==> config.mk <==
export PLATFORM = sky130hd
export DESIGN_NAME = sevenseg_scan_driver
export DESIGN_NICKNAME = d
export VERILOG_FILES = /design/src/rtl/sevenseg_scan_driver_pkg.sv /design/src/rtl/sevenseg_scan_driver_bin2bcd_seq.sv /design/src/rtl/sevenseg_scan_driver.sv
export SDC_FILE = /design/constraint.sdc
export NUM_CORES = 1
export LEC_CHECK = 0
export CAP_MARGIN = 5
export CORE_MARGIN = 2
export CORE_UTILIZATION = 58
export CTS_CLUSTER_DIAMETER = 120
export CTS_CLUSTER_SIZE = 20
export DETAILED_ROUTE_END_ITERATION = 8
export GPL_ROUTABILITY_DRIVEN = 0
export GPL_TIMING_DRIVEN = 1
export PLACE_DENSITY = 0.9
export SYNTH_ARGS = -nofsm -noshare
export SYNTH_HDL_FRONTEND = slang
export SYNTH_SLANG_ARGS = --single-unit
==> constraint.sdc <==
create_clock -name CLK -period 4.1 [get_ports CLK]
set_clock_uncertainty 0.2 [all_clocks]
set_input_delay 0.41 -clock CLK [delete_from_list [all_inputs] [get_ports CLK]]
set_output_delay 0.41 -clock CLK [all_outputs]
set_load 0.005 [all_outputs]
==> src/rtl/sevenseg_scan_driver_pkg.sv <==
// Shared definitions for the seven-segment scan driver: converter states,
// active-low segment codes (abcdefg, bit 6 = a) and digit helpers.
package sevenseg_scan_driver_pkg;

  typedef enum logic [1:0] {
    IDLE   = 2'd0,
    SHIFT  = 2'd1,
    COMMIT = 2'd2
  } conv_state_e;

  localparam logic [6:0] SEG_0     = 7'b0000001;
  localparam logic [6:0] SEG_1     = 7'b1001111;
  localparam logic [6:0] SEG_2     = 7'b0010010;
  localparam logic [6:0] SEG_3     = 7'b0000110;
  localparam logic [6:0] SEG_4     = 7'b1001100;
  localparam logic [6:0] SEG_5     = 7'b0100100;
  localparam logic [6:0] SEG_6     = 7'b0100000;
  localparam logic [6:0] SEG_7     = 7'b0001111;
  localparam logic [6:0] SEG_8     = 7'b0000000;
  localparam logic [6:0] SEG_9     = 7'b0000100;
  localparam logic [6:0] SEG_BLANK = 7'b1111111;
  localparam logic [6:0] SEG_DASH  = 7'b1111110;

  function automatic logic [6:0] digit_to_seg(input logic [3:0] digit);
    logic [6:0] seg;
    case (digit)
      4'd0:    seg = SEG_0;
      4'd1:    seg = SEG_1;
      4'd2:    seg = SEG_2;
      4'd3:    seg = SEG_3;
      4'd4:    seg = SEG_4;
      4'd5:    seg = SEG_5;
      4'd6:    seg = SEG_6;
      4'd7:    seg = SEG_7;
      4'd8:    seg = SEG_8;
      4'd9:    seg = SEG_9;
      default: seg = SEG_BLANK;
    endcase
    return seg;
  endfunction

  // Double-dabble correction: a digit of 5 or more would exceed 9 once doubled.
  function automatic logic [3:0] dabble_adjust(input logic [3:0] d);
    return (d >= 4'd5) ? d + 4'd3 : d;
  endfunction

endpackage

==> src/rtl/sevenseg_scan_driver_bin2bcd_seq.sv <==
// Sequential binary-to-BCD converter: one shift-and-add-3 step per clock,
// committing all digits and the overflow flag together in a single cycle.
module bin2bcd_seq
  import sevenseg_scan_driver_pkg::*;
#(
  parameter int NDIG = 8,
  parameter int W    = 27
) (
  input  logic              CLK,
  input  logic              RST_N,
  input  logic [W-1:0]      BIN,
  input  logic              LOAD,
  output logic [4*NDIG-1:0] BCD,
  output logic              OVF,
  output logic              BUSY,
  output logic              DONE
);

  localparam int BW    = 4 * NDIG;
  localparam int CNT_W = $clog2(W);
  localparam logic [CNT_W-1:0] CNT_LAST = CNT_W'(W - 1);

  conv_state_e      state_q, state_d;
  logic [CNT_W-1:0] cnt_q, cnt_d;
  logic [W-1:0]     bin_q, bin_d;
  logic [BW-1:0]    acc_q, acc_d;
  logic [BW-1:0]    acc_adj;
  logic             carry_q, carry_d;
  logic [BW-1:0]    bcd_q, bcd_d;
  logic             ovf_q, ovf_d;
  logic             done_q, done_d;

  always_comb begin
    acc_adj = acc_q;
    for (int i = 0; i < NDIG; i++) begin
      acc_adj[4*i +: 4] = dabble_adjust(acc_q[4*i +: 4]);
    end
  end

  always_comb begin
    // NOTE: every signal written here gets its hold value first, so no branch can infer a latch.
    state_d = state_q;
    cnt_d   = cnt_q;
    bin_d   = bin_q;
    acc_d   = acc_q;
    carry_d = carry_q;
    bcd_d   = bcd_q;
    ovf_d   = ovf_q;
    done_d  = 1'b0;

    case (state_q)
      IDLE: begin
        if (LOAD) begin
          state_d = SHIFT;
          bin_d   = BIN;
          acc_d   = '0;
          carry_d = 1'b0;
          cnt_d   = '0;
        end
      end
      SHIFT: begin
        // A bit leaving the top digit means the value needs more than NDIG digits.
        acc_d   = {acc_adj[BW-2:0], bin_q[W-1]};
        bin_d   = {bin_q[W-2:0], 1'b0};
        carry_d = carry_q | acc_adj[BW-1];
        cnt_d   = cnt_q + CNT_W'(1);
        if (cnt_q == CNT_LAST) begin
          state_d = COMMIT;
        end
      end
      COMMIT: begin
        bcd_d   = acc_q;
        ovf_d   = carry_q;
        done_d  = 1'b1;
        state_d = IDLE;
      end
      default: begin
        state_d = IDLE;
      end
    endcase
  end

  always_ff @(posedge CLK or negedge RST_N) begin
    if (!RST_N) begin
      state_q <= IDLE;
      cnt_q   <= '0;
      bin_q   <= '0;
      acc_q   <= '0;
      carry_q <= 1'b0;
      // NOTE: the committed digits are plain flops, not RAM, so they can and do take the async reset.
      bcd_q   <= '0;
      ovf_q   <= 1'b0;
      done_q  <= 1'b0;
    end else begin
      // NOTE: non-blocking assignments so every flop updates from pre-edge values.
      state_q <= state_d;
      cnt_q   <= cnt_d;
      bin_q   <= bin_d;
      acc_q   <= acc_d;
      carry_q <= carry_d;
      bcd_q   <= bcd_d;
      ovf_q   <= ovf_d;
      done_q  <= done_d;
    end
  end

  assign BCD  = bcd_q;
  assign OVF  = ovf_q;
  assign BUSY = (state_q != IDLE);
  assign DONE = done_q;

endmodule

==> src/rtl/sevenseg_scan_driver.sv <==
// Multiplexed seven-segment driver: converts a binary value to decimal digits
// and scans them one at a time onto registered active-low digit/segment lines.
module sevenseg_scan_driver
  import sevenseg_scan_driver_pkg::*;
#(
  parameter int NDIG     = 8,
  parameter int W        = 27,
  parameter int SCAN_DIV = 50000
) (
  input  logic            CLK,
  input  logic            RST_N,
  input  logic [W-1:0]    BIN,
  input  logic            LOAD,
  input  logic            LZB,
  input  logic [NDIG-1:0] DP_MASK,
  output logic            BUSY,
  output logic            DONE,
  output logic            OVF,
  output logic [NDIG-1:0] AN,
  output logic [6:0]      SEG_OUT,
  output logic            DP
);

  localparam int IDX_W = (NDIG > 1) ? $clog2(NDIG) : 1;
  localparam int DIV_W = $clog2(SCAN_DIV);
  localparam logic [IDX_W-1:0] IDX_LAST = IDX_W'(NDIG - 1);
  localparam logic [DIV_W-1:0] DIV_LAST = DIV_W'(SCAN_DIV - 1);
  localparam logic [NDIG-1:0]  AN_RESET = ~NDIG'(1);

  logic [4*NDIG-1:0] bcd;
  logic              ovf;

  bin2bcd_seq #(
    .NDIG (NDIG),
    .W    (W)
  ) u_conv (
    .CLK   (CLK),
    .RST_N (RST_N),
    .BIN   (BIN),
    .LOAD  (LOAD),
    .BCD   (bcd),
    .OVF   (ovf),
    .BUSY  (BUSY),
    .DONE  (DONE)
  );

  logic [DIV_W-1:0] div_q, div_d;
  logic [IDX_W-1:0] idx_q, idx_d;
  logic [NDIG-1:0]  an_q, an_d;
  logic [6:0]       seg_q, seg_d;
  logic             dp_q, dp_d;
  logic [3:0]       digit;
  logic             nz_at_or_above;
  logic             blank;

  always_comb begin
    div_d = div_q + DIV_W'(1);
    idx_d = idx_q;
    if (div_q == DIV_LAST) begin
      div_d = '0;
      idx_d = (idx_q == IDX_LAST) ? '0 : idx_q + IDX_W'(1);
    end
  end

  // Display path works from the committed digits, so a commit shows up one clock later.
  always_comb begin
    an_d           = '1;
    dp_d           = 1'b1;
    digit          = '0;
    nz_at_or_above = 1'b0;
    for (int i = 0; i < NDIG; i++) begin
      if (IDX_W'(i) == idx_q) begin
        an_d[i] = 1'b0;
        digit   = bcd[4*i +: 4];
        dp_d    = ~DP_MASK[i];
      end
      if (IDX_W'(i) >= idx_q && bcd[4*i +: 4] != 4'd0) begin
        nz_at_or_above = 1'b1;
      end
    end

    blank = LZB && !ovf && (idx_q != '0) && !nz_at_or_above;

    if (ovf) begin
      seg_d = SEG_DASH;
    end else if (blank) begin
      seg_d = SEG_BLANK;
    end else begin
      seg_d = digit_to_seg(digit);
    end
  end

  always_ff @(posedge CLK or negedge RST_N) begin
    if (!RST_N) begin
      div_q <= '0;
      idx_q <= '0;
      an_q  <= AN_RESET;
      seg_q <= SEG_0;
      dp_q  <= 1'b1;
    end else begin
      div_q <= div_d;
      idx_q <= idx_d;
      an_q  <= an_d;
      seg_q <= seg_d;
      dp_q  <= dp_d;
    end
  end

  assign OVF     = ovf;
  assign AN      = an_q;
  assign SEG_OUT = seg_q;
  assign DP      = dp_q;

endmodule

# Word level (Yosys, flattened, before mapping)
# Memories as Yosys holds them, arrays and structs flattened.
# Index checks and enable logic that the tools add are counted.
# classes
add_sub_neg	11
multipliers	0
div_mod_pow	0
magnitude_cmp	16
eq_ne	14
n_shift	0
muxes	56
n_bitwise	9
reduce_logical	28
# ops
cell	count
$mux 4	16
$pmux 32 s2	1
$pmux 27 s2	1
$add 4x2->4 const B	8
$ge 4x3->1 const B	8
$mux 32	1
$reduce_bool 4->1	8
$mux 27	1
$mux 1	26
$add 16x1->16 const B	1
$eq 16x16->1 const B	1
$mux 16	1
$mux 7	2
$eq 3x3->1 const A	4
$ge 3x3->1 const A	4
$logic_and 1x1->1	11
$pmux 5 s2	1
$not 1->1	8
$eq 2x3->1 const A	2
$ge 1x3->1 const A	2
$ge 2x3->1 const A	2
$add 5x1->5 const B	1
$eq 5x5->1 const B	1
$mux 5	1
18 further kinds	22
# totals
register_bits	136
latch_bits	0
ramBits	0
rom_bits	112
inputBits	39
output_inout_bits	19
word_cells	148
memories	1
# memory_table
memory	depth	width	rd	rd_clocked_by_memory_dff	write_ports	line_no	rtl
(name not given)	16	7	1	0	0	sevenseg_scan_driver_pkg.sv:26	case (digit)

# Longest topological paths before layout
# Gate-level depths: netlist of run 1.
# depth
ltp_word	14
ltp_mapped	14
ltp_nobuf	11

# Modules after synthesis
# Synthesis of run 1 repeated with hierarchy kept, for this count alone.
# unflattened
cells_unflattened	697
area_unflattened_um2	7070.5
# by_module_without_submodules
mod	n_inst	cells_per_inst	area_per_inst_um2	seq_area_each_um2
bin2bcd_seq	1	474	4938.5	2527.4
sevenseg_scan_driver	1	223	2132.0	887.1

# Worst setup path after synthesis of run 1
# Ideal clock, no wire load.
# synth_path
path_type	register -> register
start	register idx_q[0]
end	register seg_q[1] (netlist: SEG_OUT[1])
setup_ps	121
t_arrival_ps	2535
slack_ps	1243
stages_incl_launch_ff	12
n_path_buf	3
period_less_slack_ps	2857
path_cell_list	dfrtp_1 > buf_4 > buf_2 > inv_1 > ha_1 > clkbuf_1 > o311ai_0 > o221ai_1 > ha_1 > inv_1 > mux2_2 > o22a_1
# synth_between
elab_chain_cells	14
elab_cells_between_ends	47
cone_classes	8 x order compare; 7 x eq/ne; 18 x mux; 13 x reduce/logical; 1 x memory
# synth_lines
item	line_no	rtl
start: declaration	sevenseg_scan_driver.sv:48	logic [IDX_W-1:0] idx_q, idx_d;
start signal: assignment	sevenseg_scan_driver.sv:102	idx_q <= idx_d;
branches (longest 12 deep; another with $mem_v2 16x7)	-	
$mux 7 (*)	sevenseg_scan_driver.sv:86	end else if (blank) begin
$mux 7 (*)	sevenseg_scan_driver.sv:84	if (ovf) begin
named net seg_d[1]	sevenseg_scan_driver.sv:50	logic [6:0] seg_q, seg_d;
end signal: assignment	sevenseg_scan_driver.sv:104	seg_q <= seg_d;
end: declaration	sevenseg_scan_driver.sv:50	
# Mark *: on every way through the listed nets, which the timed path passes.
# A chain may end at the register's enable or synchronous reset.

# Final worst setup path of run 1
# Ends and elaborated chain as after synthesis.

==> results of run 1 <==
worst min-delay path: cells and delay by family (launching register included):
| family | cells | cell delay [ns] |
|---|---|---|
| AO/OA/AOI/OAI | 1 | 0.05 |
| flip-flops | 1 | 0.34 |
| AND/OR/NAND/NOR | 1 | 0.04 |
worst max path at each step:
stage,depth (start not counted),from,endpoint
2_1_floorplan,11,idx_q[0],SEG_OUT[1]
3_3_place_gp,10,idx_q[0],SEG_OUT[1]
3_5_place_dp,10,idx_q[0],SEG_OUT[1]
4_1_cts,10,idx_q[0],SEG_OUT[1]
5_1_grt,10,idx_q[0],SEG_OUT[6]
6_report,10,idx_q[0],SEG_OUT[1]
metrics by stage:
stage	total power, mW	util
5_1_grt	5.309	0.7081
6_report	4.985	0.7081
4_1_cts	4.995	0.7081
3_3_place_gp	3.353	0.6570
2_1_floorplan	3.005	-
3_5_place_dp	3.488	0.6570
cell families (layout without fill, tap and decap cells):
family,after synthesis,in the layout,share of synthesized area
AND/OR/NAND/NOR,204,204,0.1476
AO/OA/AOI/OAI,201,201,0.1879
flip-flops,136,136,0.4974
buffers and inverters,71,132,0.04228
XOR/XNOR,31,31,0.03955
adder cells (fa/ha/maj),29,29,0.05285
multiplexers,20,20,0.03244
flip-flops by register name, summed over array words and instances (netlist names):
register,count
AN,8
DP,1
SEG_OUT,7
div_q,16
idx_q,3
u_conv.BCD,32
u_conv.DONE,1
u_conv.OVF,1
u_conv.acc_q,32
u_conv.bin_q,27
u_conv.carry_q,1
u_conv.cnt_q,5
u_conv.state_q,2
per-layer routing:
metal  up-vias  GRT usage  part of all wire
met5         -          0                 0
met4         0     0.1098             0.026
met3        46    0.06427             0.065
met2       231     0.4379              0.50
met1      2642     0.3105              0.41
li1       2551          -                 -
power by group:
group | switching (mW) | total, mW | leakage (nW) | internal (mW)
clock | 0.544 | 1.48 | 0.280 | 0.938
sequential | 0.282 | 1.96 | 1.78 | 1.68
combinational | 0.849 | 1.54 | 1.52 | 0.692
total | 1.67 | 4.99 | 3.58 | 3.31
cell usage in the layout, fill, tap and decap left out, drive strengths merged, types with 9 or more instances in the layout:
cell / synthesis / routed
dfstp: 9 / 9
ha: 29 / 29
o21ai: 85 / 85
clkdlybuf4s50: 0 / 56
inv: 31 / 31
nand2: 79 / 79
mux2: 18 / 18
and2: 27 / 27
xor2: 16 / 16
nor2: 30 / 30
a32o: 9 / 9
a21oi: 27 / 27
dfrtp: 127 / 127
clkbuf: 27 / 24
nand3: 19 / 19
nand2b: 12 / 12
xnor2: 15 / 15
a31oi: 29 / 29
buf: 12 / 11
cell type report:
class,count,area (um2),share of cell area
clock inverter,8,95.09,0.01171
timing repair buffer,68,665.6,0.08197
multi-input combinational,485,3164,0.3897
inverter,32,120.1,0.01479
clock buffer,24,481.7,0.05932
tap,143,178.9,0.02203
sequential,136,3415,0.4205
==> results.yml, run 1 <==
logic_synthesis:
  synthTopCellsByArea: "dfrtp_1 (46%), o21ai_0 (6.1%), ha_1 (5.3%), nand2_1 (4.3%), dfstp_2 (3.4%)"
  synthFlopType: "dfrtp_1"
  synth_edf_count: 0
  synth_top_area_cell: "dfrtp_1"
  async_reset_ff_frac: 1.000
  netlist_instances: 692
  synth.top_cell.area_share: 0.4629
  synthTopCellsByCount: "dfrtp_1 (127), o21ai_0 (83), nand2_1 (79), inv_1 (30), nor2_1 (30)"
  ys_ff_latch: 136
  synth_warnings: 0
  synth_area_per_cell_um2: 9.921
  synth_area_um2: 6865
  synth_most_common_cell: "dfrtp_1"
  synth_fp_nets: 760
  synth-seq-area-share: 0.4974
  synth_cell_type_count: 62
critical_path:
  r2r_slack_ns: 0.68
  critical_path_class: "flop to flop"
  cp_top_family: "adder cells"
  critPathCaptureType: "flop"
  cp_data_required_time_ns: 4.21
  critPathLaunchType: "flop"
  cp_slowest_cell: "dfrtp_1"
  r2r-end: "SEG_OUT[1]"
  crit_chain: "ha_1 -> ha_1 -> clkinv_1 -> o2111ai_1 -> nand3_1 -> inv_1 -> ha_1 -> inv_1 -> mux2_2 -> o22a_1"
  max_stage_delay_ns: 0.70
  critPathBufInv: 3
  critPathMostFrequentCell: "ha_1"
  worstPathArrival_ns: 3.53
  rr_startpoint: "idx_q[0]"
  reg2reg_depth: 10
  path_max_fanout: 18
sta:
  min_period_ns: 3.418
  slew_viol_final: 0
  totalNegativeSetupSlack_ns: 0
  rsz0062_at_grt: "false"
  setup-violations-final: 0
  fin_crit_sh: 0.8336
  worst_slew_pin_slew_ns: 0.8734
  hold_slack_ns: 0.2699
  max_slew_margin: 0.4156
  setup_slack_ns: 0.6823
  max_freq_ghz: 0.2926
  final-hold-violation-count: 0
route:
  viasPerCell: 6.105
  num_vias: 5470
  antenna_left: 0
  firstDrtPassIters: 5
  routedWlPerCell_um: 17.17
  first_iter_violations: 472
  drc: 0
  wl_mm: 15.38
placed_design:
  dp.cells: 863
  dp_slack_ns: 0.8037
  dpl.hpwl_mm: 10.04
  dpl_cell_area_um2: 7533
  port_buffers: 57
finish:
  drive_gt1_frac: 0.1036
  fillers: 794
  diodes: 0
  nets: 808
  design_area_um2: 8120
  synthToLayoutAreaGrowth_pct: 18.28
  finalNonFillerCells: 896
job:
  cap_violations: 0
power_and_ir_drop:
  power-per-cell-area_nw_per_um2: 613.9
  ir_drop_uv: 420.1
  leakage_nw: 3.576
floorplanning:
  die_h_um: 112.8
  die-width_um: 112.8
  core-area_um2: 11470
  dieArea_um2: 12720
  rows: 39
  start_util: 0.5987
  io_pins: 58
global_route:
  grt_use_total: 0.2565
  gr-total-overflow: 0
  antenna_found_initial: 0
  grt_pass1_wl_mm: 26.28
  grt_max_degree: 137
  grt_pass1_vias: 5564
status:
  outcome: "finished, final reports clean"
clock_tree:
  cts_sinks: 136
  htree_levels: 4
  holdBufCountCts: 1
  cts_setup_buffers: 0
  clk_latency_ns: 0.42
  cts.clk_slew.worst_paths_ns: 0.06
  cts_buffer_depth: 2
  cts-resized-gates: 0
  cts_root_buffer: "clkbuf_16"
  numCtsBuffers: 17
  cts_tree: "yes"
worst_hold_path:
  min-delay-start: "u_conv.bin_q[5]"
  hold_depth: 2
  hold_end: "u_conv.bin_q[5]"
  min-delay-path-class: "flop to flop"
No activity file was read; power rests on OpenSTA's default activity.
==> run 2: changes to the inputs <==
==> constraint.sdc (replaced) <==
create_clock -name CLK -period 3.25 [get_ports CLK]
set_clock_uncertainty 0.2 [all_clocks]
set_input_delay 0.325 -clock CLK [delete_from_list [all_inputs] [get_ports CLK]]
set_output_delay 0.325 -clock CLK [all_outputs]
set_load 0.005 [all_outputs]
==> results.yml, run 2 (synthesized netlist as in run 1, its figures left out) <==
status:
  outcome: "finished, final reports clean"
sta:
  worst_slew_pin_slew_ns: 0.9880
  max_slew_margin: 0.3389
  final-hold-violation-count: 0
  totalNegativeSetupSlack_ns: 0
  fin_crit_sh: 0.9417
  min_period_ns: 3.061
  setup-violations-final: 0
  max_freq_ghz: 0.3267
  setup_slack_ns: 0.1894
  rsz0062_at_grt: "false"
  slew_viol_final: 0
critical_path:
  cp_data_required_time_ns: 3.36
  rr_startpoint: "idx_q[1]"
  path_max_fanout: 14
  reg2reg_depth: 9
  critical_path_class: "flop to flop"
  r2r-end: "SEG_OUT[0]"
  r2r_slack_ns: 0.19
  critPathLaunchType: "flop"
  critPathCaptureType: "flop"
  worstPathArrival_ns: 3.17
route:
  wl_mm: 16.02
  firstDrtPassIters: 6
  antenna_left: 0
  first_iter_violations: 545
  routedWlPerCell_um: 17.77
  viasPerCell: 6.155
  drc: 0
  num_vias: 5546
clock_tree:
  cts_tree: "yes"
  numCtsBuffers: 17
  clk_latency_ns: 0.43
  cts_setup_buffers: 0
  cts_buffer_depth: 2
  htree_levels: 4
  cts_root_buffer: "clkbuf_16"
  cts.clk_slew.worst_paths_ns: 0.06
  cts_sinks: 136
finish:
  synthToLayoutAreaGrowth_pct: 19.19
  drive_gt1_frac: 0.1135
  diodes: 0
  final_common_cell: "dfrtp_1"
  nets: 813
  fillers: 763
  layout_common_cells: "dfrtp_1 (127), o21ai_0 (83), nand2_1 (79)"
floorplanning:
  core-area_um2: 11470
  start_util: 0.5987
  io_pins: 58
  die_h_um: 112.8
  dieArea_um2: 12720
  rows: 39
  die-width_um: 112.8
global_route:
  grt_use_total: 0.2661
  gr-total-overflow: 0
  grt_pass1_wl_mm: 27.06
  grt_pass1_vias: 5706
  antenna_found_initial: 0
  grt_max_degree: 71
power_and_ir_drop:
  power-per-cell-area_nw_per_um2: 780.0
  ir_drop_uv: 683.2
  leakage_nw: 3.609
placed_design:
  dpl.hpwl_mm: 10.51
  port_buffers: 57
  dp_slack_ns: 0.2120
job:
  cap_violations: 0
worst_hold_path:
  min-delay-path-class: "primary input to async pin"
-- run 2: how the worst max path moves through the flow --
stage | from | end | slack, ns | depth (start not counted)
2_1_floorplan | idx_q[0] | SEG_OUT[1] | 0.39 | 11
3_3_place_gp | idx_q[1] | SEG_OUT[1] | 0.37 | 10
3_5_place_dp | idx_q[1] | SEG_OUT[1] | 0.21 | 10
4_1_cts | idx_q[1] | SEG_OUT[1] | 0.20 | 10
5_1_grt | idx_q[0] | SEG_OUT[6] | 0.04 | 9
6_report | idx_q[1] | SEG_OUT[0] | 0.19 | 9
-- run 2: repair_timing --
| item | in CTS | in global routing |
|---|---|---|
| gates resized for setup | 0 | 2 |
| endpoints found under the hold margin | 31 | 0 |
| hold buffers | 1 | 0 |
| endpoints found under the setup margin | 0 | 1 |
-- run 2: area by class of cell --
class | count | area (um2) | share of cell area
sequential | 136 | 3415 | 0.4173
clock buffer | 25 | 505.5 | 0.06177
inverter | 32 | 123.9 | 0.01514
multi-input combinational | 485 | 3167 | 0.3870
timing repair buffer | 73 | 703.2 | 0.08593
clock inverter | 7 | 90.09 | 0.01101
tap | 143 | 178.9 | 0.02187
-- run 2: through the flow --
step	total power, mW	area (um2)	instances	utilization	hold WS, ns
finish	6.382	8183	901	0.7136	0.1982
global placement	4.231	7571	868	0.6602	0.09333
global route	6.764	8183	901	0.7136	0.2194
detailed placement	4.428	7571	868	0.6602	0.1003
floorplan	3.791	6865	692	-	-0.1706
CTS	6.382	8177	901	0.7130	0.2054
-- run 2: per-layer routing --
| metal | GRT usage | part of all wire |
|---|---|---|
| met5 | 0 | 0 |
| met4 | 0.08943 | 0.023 |
| met3 | 0.07820 | 0.061 |
| met2 | 0.4571 | 0.51 |
| met1 | 0.3227 | 0.40 |
-- run 2: worst max-delay path, cell delays in order (launching register included) --
cell,delay [ns]
dfrtp_1,0.51
inv_2,0.11
ha_1,0.36
and3b_1,0.26
o311ai_0,0.38
o221ai_1,0.39
inv_1,0.19
ha_1,0.19
nor3_1,0.07
a211oi_1,0.30
-- run 2: where the power goes --
| group | switching, mW | leakage [nW] | internal (mW) | total (mW) |
|---|---|---|---|---|
| Sequential | 0.360 | 1.78 | 2.12 | 2.48 |
| Clock | 0.697 | 0.289 | 1.23 | 1.92 |
| Combinational | 1.10 | 1.54 | 0.874 | 1.98 |
| Total | 2.16 | 3.61 | 4.22 | 6.38 |
